==> src/rtl/f_fetch_unit_pkg.sv <==
// Shared types and constants for the MIPS F stage.
// Holds the reset PC, FSM encoding, F/D bundle and jump-field widths.
package f_fetch_unit_pkg;

  localparam logic [31:0] RESET_PC_DEF = 32'h0000_3000;

  localparam int INDEX_W = 26;
  localparam int IMM_W   = 16;

  typedef enum logic {
    FETCH = 1'b0,
    HOLD  = 1'b1
  } f_state_e;

  typedef struct packed {
    logic [31:0] ir;
    logic [31:0] pc;
    logic [31:0] pc8;
    logic        valid;
  } if_id_t;

  function automatic logic [31:0] br_offset(
    input logic [IMM_W-1:0] imm
  );
    return {{14{imm[IMM_W-1]}}, imm, 2'b00};
  endfunction

endpackage

==> src/rtl/f_fetch_unit_npc.sv <==
// Redirect target select for the instruction leaving D.
// Priority jr > j/jal > taken branch; all arithmetic wraps at 32 bits.
module f_npc
  import f_fetch_unit_pkg::*;
(
  input  logic [31:0]        pc_d,
  input  logic [IMM_W-1:0]   imm16,
  input  logic [INDEX_W-1:0] instr_index,
  input  logic [31:0]        rs_val,
  input  logic               jr,
  input  logic               jump,
  input  logic               br,
  output logic               redirect,
  output logic [31:0]        target
);

  logic [31:0] br_tgt;
  logic [31:0] j_tgt;

  assign br_tgt = pc_d + 32'd4 + br_offset(imm16);
  assign j_tgt  = {pc_d[31:28], instr_index, 2'b00};

  always_comb begin
    redirect = jr | jump | br;
    target   = pc_d + 32'd4;
    priority case (1'b1)
      jr:      target = rs_val;
      jump:    target = j_tgt;
      br:      target = br_tgt;
      default: target = pc_d + 32'd4;
    endcase
  end

endmodule

==> src/rtl/f_fetch_unit.sv <==
// F stage: owns PC_F, talks to instruction memory, loads F/D.
// A redirect waits in tgt_pend until the delay slot is loaded.
module f_fetch_unit
  import f_fetch_unit_pkg::*;
#(
  parameter logic [31:0] RESET_PC = RESET_PC_DEF
) (
  input  logic               clk,
  input  logic               reset_n,
  input  logic               stall,
  input  logic               br_D,
  input  logic [IMM_W-1:0]   imm16_D,
  input  logic               jump_D,
  input  logic [INDEX_W-1:0] instr_index_D,
  input  logic               jr_D,
  input  logic [31:0]        rs_val_D,
  output logic               imem_req,
  output logic [31:0]        imem_addr,
  input  logic [31:0]        imem_rdata,
  input  logic               imem_valid,
  output logic [31:0]        IR_D,
  output logic [31:0]        PC_D,
  output logic [31:0]        PC8_D,
  output logic               valid_D
);

  f_state_e    state_q;
  f_state_e    state_d;
  logic [31:0] pc_f_q;
  logic [31:0] hold_q;
  logic        tgt_pend_q;
  logic [31:0] tgt_addr_q;
  if_id_t      fd_q;

  logic        load;
  logic        latch_hold;
  logic        bubble;
  logic [31:0] fd_word;
  logic        leave;
  logic        redirect;
  logic        raise;
  logic [31:0] target;
  logic [31:0] npc;

  f_npc u_npc (
    .pc_d        (fd_q.pc),
    .imm16       (imm16_D),
    .instr_index (instr_index_D),
    .rs_val      (rs_val_D),
    .jr          (jr_D),
    .jump        (jump_D),
    .br          (br_D),
    .redirect    (redirect),
    .target      (target)
  );

  assign leave = fd_q.valid & ~stall;
  assign raise = leave & redirect;

  // same-cycle raise bypasses the pending register
  always_comb begin
    npc = pc_f_q + 32'd4;
    if (raise)
      npc = target;
    else if (tgt_pend_q)
      npc = tgt_addr_q;
  end

  always_comb begin
    state_d    = state_q;
    load       = 1'b0;
    latch_hold = 1'b0;
    bubble     = 1'b0;
    fd_word    = imem_rdata;
    imem_req   = 1'b0;
    unique case (state_q)
      FETCH: begin
        imem_req = 1'b1;
        if (imem_valid && !stall) begin
          load = 1'b1;
        end else if (imem_valid) begin
          latch_hold = 1'b1;
          state_d    = HOLD;
        end else if (!stall) begin
          bubble = 1'b1;
        end
      end
      HOLD: begin
        if (!stall) begin
          load    = 1'b1;
          fd_word = hold_q;
          state_d = FETCH;
        end
      end
    endcase
  end

  assign imem_addr = pc_f_q;

  always_ff @(posedge clk or negedge reset_n) begin
    if (!reset_n) begin
      state_q <= FETCH;
      pc_f_q  <= RESET_PC;
      hold_q  <= '0;
    end else begin
      state_q <= state_d;
      if (load)
        pc_f_q <= npc;
      if (latch_hold)
        hold_q <= imem_rdata;
    end
  end

  always_ff @(posedge clk or negedge reset_n) begin
    if (!reset_n) begin
      fd_q.ir    <= '0;
      fd_q.pc    <= '0;
      fd_q.pc8   <= 32'd8;
      fd_q.valid <= 1'b0;
    end else if (load) begin
      fd_q.ir    <= fd_word;
      fd_q.pc    <= pc_f_q;
      fd_q.pc8   <= pc_f_q + 32'd8;
      fd_q.valid <= 1'b1;
    end else if (bubble) begin
      fd_q.valid <= 1'b0;
    end
  end

  always_ff @(posedge clk or negedge reset_n) begin
    if (!reset_n) begin
      tgt_pend_q <= 1'b0;
      tgt_addr_q <= '0;
    end else if (load) begin
      tgt_pend_q <= 1'b0;
    end else if (raise) begin
      tgt_pend_q <= 1'b1;
      tgt_addr_q <= target;
    end
  end

  assign IR_D    = fd_q.ir;
  assign PC_D    = fd_q.pc;
  assign PC8_D   = fd_q.pc8;
  assign valid_D = fd_q.valid;

endmodule
==> config.mk <==
export PLATFORM = sky130hd
export DESIGN_NAME = f_fetch_unit
export DESIGN_NICKNAME = d
export VERILOG_FILES = /design/src/rtl/f_fetch_unit_pkg.sv /design/src/rtl/f_fetch_unit_npc.sv /design/src/rtl/f_fetch_unit.sv
export SDC_FILE = /design/constraint.sdc
export NUM_CORES = 1
export LEC_CHECK = 0
export BUFFER_PORTS_ARGS = -buffer_cell sky130_fd_sc_hd__buf_2
export CORE_MARGIN = 4
export CORE_UTILIZATION = 57
export DETAILED_ROUTE_END_ITERATION = 12
export PLACE_DENSITY = 0.82
export SLEW_MARGIN = 20
export SYNTH_ARGS = -nofsm -noshare
export SYNTH_HDL_FRONTEND = slang
export SYNTH_SLANG_ARGS = --single-unit
==> constraint.sdc <==
create_clock -name clk -period 5.1 [get_ports clk]
set_input_delay 1.53 -clock clk [delete_from_list [all_inputs] [get_ports clk]]
set_output_delay 1.53 -clock clk [all_outputs]
set_load 0.005 [all_outputs]
Word level (Yosys, flattened, before mapping) --
Index checks and enable logic that the tools add are counted.
Word-level totals: bits in registers 195, output and inout bits 130, word-level logic and storage cells 48, input port bits 113
Operators by class: reduce and logical (&&, ||, !) cells 5, bitwise gates (word level) 7, add/sub/neg operators 4, muxes and demuxes 23
Operators with widths (number):
- $mux 32 | 7
- $add 32x3->32 const B | 2
- $add 32x32->32 | 1
- $add 32x4->32 const B | 1
- $mux 1 | 14
- $pmux 1 s2 | 2
- $reduce_bool 2->1 | 2
- $not 1->1 | 3
- $and 1x1->1 | 2
- $or 1x1->1 | 2
- $reduce_and 2->1 | 1
- $logic_and 1x1->1 | 1
- $logic_not 1->1 | 1

Longest topological paths before layout --
Gate-level depths: netlist (run 1).
word-level depth 6, depth in mapped cells 15, gate-level depth less buffers 14

Modules after synthesis --
A second synthesis (run 1) with hierarchy kept.
Unflattened totals: cells, all modules 1392, area, all modules 12275.5 um2
By module, submodules not included:
- f_fetch_unit | sequential area each 4808.4 um2, times used 1, area each 9203.8 um2, cells each 925
- f_npc | sequential area each 0.0 um2, times used 1, area each 3071.7 um2, cells each 467

Worst setup path after synthesis (run 1) --
OpenSTA, ideal clock, no wires.
kind input port to flip-flop, start point input imm16_D[0], end point register tgt_addr_q[26], data required time 4974 ps, arrival time 3726 ps, path buffers 0, path slack 1248 ps, library setup time 126 ps, stages on the path 10, cell sequence ha_1 fa_1 a21o_1 a22o_1 o31ai_2 o22ai_1 o21ai_0 and3b_1 o21ai_1 a221o_1
On the way: word-level cells in the longest chain between the ends 4
RTL lines:
- start: declaration | line f_fetch_unit.sv:12 | input logic [IMM_W-1:0] imm16_D,
- $add 32x32->32 | line f_fetch_unit_npc.sv:20 | assign br_tgt = pc_d + 32'd4 + br_offset(imm16);
- $mux 32 (3 in series) | line f_fetch_unit_npc.sv:26 | priority case (1'b1)
- end signal: assignment | line f_fetch_unit.sv:138 | tgt_addr_q <= target;
- end: declaration | line f_fetch_unit.sv:32 | logic [31:0] tgt_addr_q;
Every way passes these cells. A chain may end at the register's enable or synchronous reset.

Worst setup path after layout (run 1) --
start point register fd_q (netlist bit PC_D[2]), end point register pc_f_q[27] (netlist: imem_addr[27])
On the way: word-level cells in the longest chain between the ends 6
RTL lines:
- start: declaration | line f_fetch_unit.sv:33 | if_id_t fd_q;
- $add 32x3->32 *
- $add 32x32->32 | line f_fetch_unit_npc.sv:20
- $mux 32 * (3 in series) | line f_fetch_unit_npc.sv:26
- $mux 32 * | line f_fetch_unit.sv:63 | if (raise)
- end signal: assignment | line f_fetch_unit.sv:108 | pc_f_q <= npc;
- end: declaration | line f_fetch_unit.sv:29 | logic [31:0] pc_f_q;
Every way passes the cells marked *; elsewhere a longest branch is shown, timed or not.

==> results of run 1 <==
tightest hold or removal path: stages (launching register included):
cell and delay [ns]:
sky130_fd_sc_hd__dfrtp_1 0.34, sky130_fd_sc_hd__nand2_1 0.05, sky130_fd_sc_hd__o21ai_0 0.06
layer usage:
metal	track usage, %	wire length, um
met5	0	0
met4	9.50	1000
met3	7.09	4550
met2	51.1	18600
met1	49.3	17400
layout make-up:
type	instances	area [um2]	share of cell area, %
Timing Repair Buffer	270	1440	10.1
Clock inverter	14	139	0.968
Tap cell	275	344	2.40
Clock buffer	18	439	3.06
Sequential cell	192	4810	33.5
Inverter	24	90.1	0.628
Multi-Input combinational cell	1154	7080	49.4
power by group:
part           total, mW  internal [mW]  switching (mW)
combinational       2.26          0.989            1.27
sequential          2.49           1.93           0.560
clock               1.33          0.668           0.663
how the worst max path moves through the flow:
stage,from,endpoint,slack (ns),cells past startpoint
after floorplan,imm16_D[0],tgt_addr_q[26],1.25,10
after global placement,imm16_D[0],tgt_addr_q[28],0.69,11
after detailed placement,imm16_D[0],tgt_addr_q[28],0.60,11
after CTS,PC_D[2],imem_addr[27],0.91,14
after global routing,PC_D[4],tgt_addr_q[23],0.45,13
final,PC_D[2],imem_addr[27],0.80,14
flip-flops by register name, summed over array words and instances, names as in the netlist, 29 cells and up:
name,count
IR_D,32
PC_D,32
hold_q,32
imem_addr,32
tgt_addr_q,32
PC8_D,29
synth_stat cells (22+ instances only):
cell and number:
sky130_fd_sc_hd__nand2_1 246, sky130_fd_sc_hd__dfrtp_1 189, sky130_fd_sc_hd__o21ai_0 146, sky130_fd_sc_hd__a21oi_1 108, sky130_fd_sc_hd__nor2_1 92, sky130_fd_sc_hd__clkbuf_1 86, sky130_fd_sc_hd__xnor2_1 53, sky130_fd_sc_hd__a22oi_1 43
sky130_fd_sc_hd__nand3_1 43, sky130_fd_sc_hd__ha_1 39, sky130_fd_sc_hd__mux2_2 39, sky130_fd_sc_hd__nor2b_1 38, sky130_fd_sc_hd__xor2_1 37, sky130_fd_sc_hd__nand4_1 29, sky130_fd_sc_hd__nor3_1 22
cell usage in the layout, fill, tap and decap left out, types with 14 or more instances in the layout:
master,netlist,layout
sky130_fd_sc_hd__xor2_1,37,37
sky130_fd_sc_hd__nor3_1,22,21
sky130_fd_sc_hd__nand2_1,246,246
sky130_fd_sc_hd__mux2_2,39,39
sky130_fd_sc_hd__clkbuf_16,0,17
sky130_fd_sc_hd__ha_1,39,39
sky130_fd_sc_hd__xnor2_1,53,53
sky130_fd_sc_hd__a31oi_1,15,15
sky130_fd_sc_hd__dfrtp_1,189,189
sky130_fd_sc_hd__inv_1,20,20
sky130_fd_sc_hd__and3_1,17,17
sky130_fd_sc_hd__nand4_1,29,29
sky130_fd_sc_hd__a21o_1,20,20
sky130_fd_sc_hd__buf_2,6,241
sky130_fd_sc_hd__a21oi_1,108,108
sky130_fd_sc_hd__nor2_1,92,90
sky130_fd_sc_hd__buf_4,4,27
sky130_fd_sc_hd__a22oi_1,43,43
sky130_fd_sc_hd__a211oi_1,14,14
sky130_fd_sc_hd__o21ai_0,146,146
sky130_fd_sc_hd__nor2b_1,38,37
sky130_fd_sc_hd__nand3_1,43,43
sky130_fd_sc_hd__o22ai_1,16,16
stage by stage:
step	cell area [um2]	std cells	total power [mW]
floorplan	12400	1474	3.78
global placement	13800	1915	4.64
detailed placement	13800	1915	4.70
CTS	14300	1947	6.03
global route	14300	1947	6.43
finish	14300	1947	6.08
cells by family after synthesis:
kind of cell / count (synthesis)
AOI/OAI and AO/OA: 441
xor gates and xnor gates: 90
adders and majority gates: 40
buffers and inverters: 128
DFF: 192
muxes: 51
and+or+nand+nor: 532
==> flow_metrics.py, run 1 <==
metrics = {
    "run_status": {
        "status": "finished clean",
    },
    "synth": {
        "synth_mux_area_share_pct": 4.52,
        "ys_async_sr_fraction_pct": 100,
        "dominantRegCellSynth": "sky130_fd_sc_hd__dfrtp_1",
        "complex_gate_fraction_of_the_synthesized_area_pct": 21.9,
        "combinational_family_with_the_most_area_after_synthesis": "compound AO/OA/AOI/OAI gates",
        "syn_inst": 1474,
        "netlist.area_leader.share_pct": 38.2,
        "synth-edff-count": 0,
        "synthAdderAreaFrac_pct": 4.10,
        "synthesis.area_per_instance_um2": 8.40,
        "synth_seq_area_share_pct": 38.8,
        "synthDistinctLibCells": 74,
        "syn_area_um2": 12400,
        "synth_nets": 1627,
        "synth_largest_area_cell": "sky130_fd_sc_hd__dfrtp_1",
        "yosysWarningCount": 0,
        "synth.ff_latch_count": 192,
        "post_synth_simple_gate_area_pct": 20.2,
        "yosys.area_share.xor_xnor_pct": 6.37,
        "synth.area.top_cells": "sky130_fd_sc_hd__dfrtp_1 38%, sky130_fd_sc_hd__nand2_1 7.5%, sky130_fd_sc_hd__o21ai_0 5.9%",
    },
    "critical_path": {
        "critical_path.reg2reg.endpoint": "imem_addr[27]",
        "ff2ff_path_depth": 14,
        "cp_max_fo": 8,
        "critical_path.reg2reg.startpoint": "PC_D[2]",
        "worst_setup_path_start_kind": "register",
        "ff2ff_setup_slack_ns": 0.80,
        "timing.critical_path.required_ns": 5.44,
        "path_class": "reg -> reg",
        "cp_top_family": "simple AND/OR/NAND/NOR gates",
        "worst-path-buf-inv": 1,
        "timing.critical_path.slowest_cell_delay_ns": 0.72,
        "cp.arrival_ns": 4.64,
        "path_cells": "ha_1 -> inv_1 -> or4_1 -> nor2_1 -> xor2_1 -> ha_1 -> nand4_1 -> nor2_1 -> a211o_1 -> o31a_1 -> or4_1 -> o31ai_1 -> a21oi_1 -> o31ai_1",
        "slowest_stage": "sky130_fd_sc_hd__or4_1",
        "timing.critical_path.to_type": "register",
    },
    "worst_hold_path": {
        "holdPathStages": 2,
        "whs_endpoint": "PC8_D[24]",
        "min-delay-path-class": "reg -> reg",
        "launch_instance_of_the_worst_min_delay_path": "PC8_D[24]",
    },
    "drt": {
        "first_drt_iteration_drcs": 1494,
        "post_drt_via_cell_ratio": 6.35,
        "detail_route.drc_violations": 0,
        "routedWlPerCell_um": 21.4,
        "routed-via-count": 12359,
        "antenna_violating_nets_post_route": 0,
        "wirelength_um": 41600,
        "first_pass_iters": 6,
    },
    "floorplanning": {
        "core_area_um2": 21200,
        "die_x_um": 155,
        "ios": 243,
        "starting_density_pct": 58.3,
        "floorplan.die_area_um2": 24100,
        "placement_rows": 53,
        "die_h_um": 155,
    },
    "global_routing": {
        "grt_start_max_net_pins": 127,
        "grt_pass1_wl_um": 64700,
        "globalRoute.totalOverflow": 0,
        "grt_pass1_vias": 11723,
        "global_route.usage.total_pct": 33.8,
        "antenna_found_initial": 0,
    },
    "clock_network": {
        "clock_pin_transition_on_the_worst_setup_and_hold_timing_paths_ns": 0.08,
        "cts-hold-fix-buffers": 0,
        "htree_levels": 4,
        "cts-buffers-inserted": 17,
        "clock_insertion_delay_worst_skew_ns": 0.45,
        "clock_sink_count": 192,
        "root_buffer": "sky130_fd_sc_hd__clkbuf_16",
        "clock_path_buffers": 2,
        "post_cts.repair.setup_buffers": 0,
        "clock_tree_from_tritoncts": "yes",
        "post_cts_resize_count": 0,
    },
    "pwr": {
        "vdd_drop_max_v": 0.000268,
        "power-per-cell-area_nw_per_um2": 424,
        "power_leakage_nw": 6.60,
    },
    "placement": {
        "gp_congestion": 0.990,
        "place.port_buffers": 242,
        "place_worst_setup_slack_ns": 0.597,
        "detailedPlacementHpwl_um": 30300,
    },
    "timing": {
        "finalHoldViolCount": 0,
        "final.min_clock_period_ns": 4.30,
        "timing.fmax_mhz": 233,
        "timing_max_transition_violations_final": 0,
        "whs_ns": 0.476,
        "setup_tns_ns": 0,
        "slew-limit-headroom_pct": 40.1,
        "rsz0062_at_grt": "no",
        "timing_worst_slew_pin_value_ns": 0.892,
        "timing.clock.skew_ns": 0.0112,
        "setup_viol_count_final": 0,
        "final_critical_path_setup_slack_ns": 0.802,
        "timing.final.crit_share_pct": 84.3,
    },
    "layout": {
        "synthToLayoutAreaGrowth_pct": 15.9,
        "fillerInstances": 1746,
        "layout.core_utilization_pct": 67.6,
        "finalNetCount": 1812,
        "diode_insertion_count_for_antenna_repair": 0,
        "post_route_cells_drive_above_1_share_pct": 21.7,
    },
    "run": {
        "cap_violations": 0,
    },
}
No activity file was read; power rests on OpenSTA's default activity.
==> run 2, diff against run 1 <==
--- a/config.mk
+++ b/config.mk
@@ -7,9 +7,9 @@
 export LEC_CHECK = 0
 export BUFFER_PORTS_ARGS = -buffer_cell sky130_fd_sc_hd__buf_2
 export CORE_MARGIN = 4
-export CORE_UTILIZATION = 57
+export CORE_UTILIZATION = 51
 export DETAILED_ROUTE_END_ITERATION = 12
-export PLACE_DENSITY = 0.82
+export PLACE_DENSITY = 0.78
 export SLEW_MARGIN = 20
 export SYNTH_ARGS = -nofsm -noshare
 export SYNTH_HDL_FRONTEND = slang
==> constraint.sdc (replaced) <==
create_clock -name clk -period 3.91 [get_ports clk]
set_input_delay 1.173 -clock clk [delete_from_list [all_inputs] [get_ports clk]]
set_output_delay 1.173 -clock clk [all_outputs]
set_load 0.005 [all_outputs]
==> run 2 against run 1 <==
Final area increased by 5.8%. Clock-buffer cell count unchanged. Final cell count up 6.6%. Hold slack worse by 0.0012 ns.
==> flow_metrics.py, run 2 (synthesis gave the netlist of run 1 again) <==
metrics = {
    "critical_path": {
        "timing.critical_path.to_type": "register",
        "path_class": "reg -> reg",
        "worst_setup_path_start_kind": "register",
        "cp.arrival_ns": 4.25,
        "cp_max_fo": 7,
        "timing.critical_path.required_ns": 4.28,
    },
    "global_routing": {
        "globalRoute.totalOverflow": 0,
        "global_route.usage.total_pct": 31.8,
        "grt_start_max_net_pins": 82,
        "grt_pass1_vias": 12000,
        "antenna_found_initial": 1,
        "grt_pass1_wl_um": 67400,
    },
    "pwr": {
        "post-layout-total-power_mw": 8.35,
        "power_leakage_nw": 7.04,
        "intPower_mw": 5.00,
        "switching_power_total_mw": 3.35,
        "power-per-cell-area_nw_per_um2": 550,
        "p_sw_share_pct": 40.1,
        "share_seq_of_total_power_pct": 37.4,
        "combPwrFrac_pct": 41.5,
        "vdd_drop_max_v": 0.000309,
        "power_frac_clock_pct": 21.0,
    },
    "drt": {
        "routed-via-count": 12504,
        "detail_route.drc_violations": 0,
        "post_drt_via_cell_ratio": 6.02,
        "first_drt_iteration_drcs": 1201,
        "wirelength_um": 43300,
        "first_pass_iters": 6,
        "antenna_violating_nets_post_route": 0,
        "routedWlPerCell_um": 20.9,
    },
    "timing": {
        "slew-limit-headroom_pct": 50.0,
        "timing.final.crit_share_pct": 99.3,
        "final_critical_path_setup_slack_ns": 0.0290,
        "timing.clock.skew_ns": 0.0125,
        "timing_max_transition_violations_final": 0,
        "timing.fmax_mhz": 258,
        "setup_viol_count_final": 0,
        "finalHoldViolCount": 0,
        "timing_worst_slew_pin_value_ns": 0.747,
        "whs_ns": 0.475,
        "final.min_clock_period_ns": 3.88,
        "setup_tns_ns": 0,
    },
    "clock_network": {
        "clock_path_buffers": 2,
        "clock_insertion_delay_worst_skew_ns": 0.44,
        "clock_pin_transition_on_the_worst_setup_and_hold_timing_paths_ns": 0.07,
        "clock_sink_count": 192,
        "cts-hold-fix-buffers": 0,
        "root_buffer": "sky130_fd_sc_hd__clkbuf_16",
        "clock_tree_from_tritoncts": "yes",
        "htree_levels": 4,
        "cts-buffers-inserted": 17,
    },
    "layout": {
        "sequential_cell_area_um2": 4810,
        "multi_input_comb_area_um2": 7190,
        "final_cell_mix": "246 x sky130_fd_sc_hd__nand2_1, 241 x sky130_fd_sc_hd__buf_2, 187 x sky130_fd_sc_hd__dfrtp_1",
        "final_cells": 2076,
        "synthToLayoutAreaGrowth_pct": 22.7,
        "fillerInstances": 2058,
        "layout.cell_area.non_filler_um2": 15200,
        "commonest_non_fill_non_tap_cell_in_the_layout": "sky130_fd_sc_hd__nand2_1",
        "finalNetCount": 1896,
        "layout.core_utilization_pct": 64.1,
        "post_route_cells_drive_above_1_share_pct": 26.5,
    },
    "floorplanning": {
        "starting_density_pct": 52.3,
        "ios": 243,
        "die_x_um": 164,
        "die_h_um": 164,
        "floorplan.die_area_um2": 26800,
        "core_area_um2": 23700,
        "placement_rows": 56,
    },
    "placement": {
        "detailedPlacementHpwl_um": 32500,
        "place_worst_setup_slack_ns": 0.0350,
        "place.port_buffers": 242,
        "place_inst": 2035,
        "gp_congestion": 0.994,
        "post_dp_cell_area_um2": 14400,
    },
    "run": {
        "cap_violations": 0,
    },
    "run_status": {
        "status": "finished clean",
    },
    "worst_hold_path": {
        "min-delay-path-class": "reg -> reg",
    },
}
-- run 2: cell types whose count changed in the layout (fill, tap and decap cells not counted), sizes merged --
cell    previous run  this run
buf              269       353
inv               30        28
diode              0         1
bufinv             0         1
clkinv             7         8
-- run 2: routing by layer --
layer	track usage, %	up-vias	wire, um
li1	-	5804	-
met1	45.5	5986	18700
met2	48.5	646	19500
met3	7.50	68	4140
met4	9.00	0	1010
met5	0	-	0
-- run 2: power by group through the flow --
stage               Sequential (mW)  Clock, mW  Combinational [mW]
floorplan                      2.96          0                1.98
detailed placement             3.13          0                3.34
finish                         3.13       1.76                3.47
CTS                            3.10       1.77                3.37
global placement               3.10          0                3.29
global route                   3.19       1.86                3.82
-- run 2: worst paths after layout --
kind / startpoint / end / slack, ns / cells after the start
worst max-delay path: PC_D[10] / imem_addr[26] / 0.03 / 14
worst min-delay path: PC8_D[3] / PC8_D[3] / 0.48 / 2
worst max register to register: PC_D[10] / imem_addr[26] / 0.03 / 14
worst min register to register: PC8_D[3] / PC8_D[3] / 0.48 / 2
max in group asynchronous: reset_n / IR_D[1] / 2.32 / 2
min in group asynchronous: reset_n / PC8_D[7] / 0.77 / 1
-- run 2: critical path: stages (launching register included) --
cell,delay (ns)
sky130_fd_sc_hd__dfrtp_1,0.39
sky130_fd_sc_hd__nand4_1,0.27
sky130_fd_sc_hd__nor4_4,0.35
sky130_fd_sc_hd__buf_4,0.23
sky130_fd_sc_hd__nand4_1,0.12
sky130_fd_sc_hd__xnor2_1,0.20
sky130_fd_sc_hd__ha_1,0.38
sky130_fd_sc_hd__buf_4,0.14
sky130_fd_sc_hd__nand2_1,0.06
sky130_fd_sc_hd__or3_1,0.38
sky130_fd_sc_hd__o22ai_1,0.29
sky130_fd_sc_hd__o21ai_0,0.16
sky130_fd_sc_hd__and3b_1,0.22
sky130_fd_sc_hd__nor4_1,0.45
sky130_fd_sc_hd__a211o_1,0.16
-- run 2: area by class of cell --
| class | count | area share [%] |
|---|---|---|
| antenna | 1 | 0.0165 |
| clock buffer | 18 | 2.83 |
| clock inverter | 14 | 1.07 |
| inverter | 24 | 0.593 |
| multi-input combinational | 1154 | 47.4 |
| sequential | 192 | 31.7 |
| tap | 319 | 2.63 |
| timing repair buffer | 354 | 13.8 |
-- run 2: what timing repair did --
action                     CTS  global route
resized for setup            0            22
buffers inserted             0             8
setup endpoints to repair    0            18
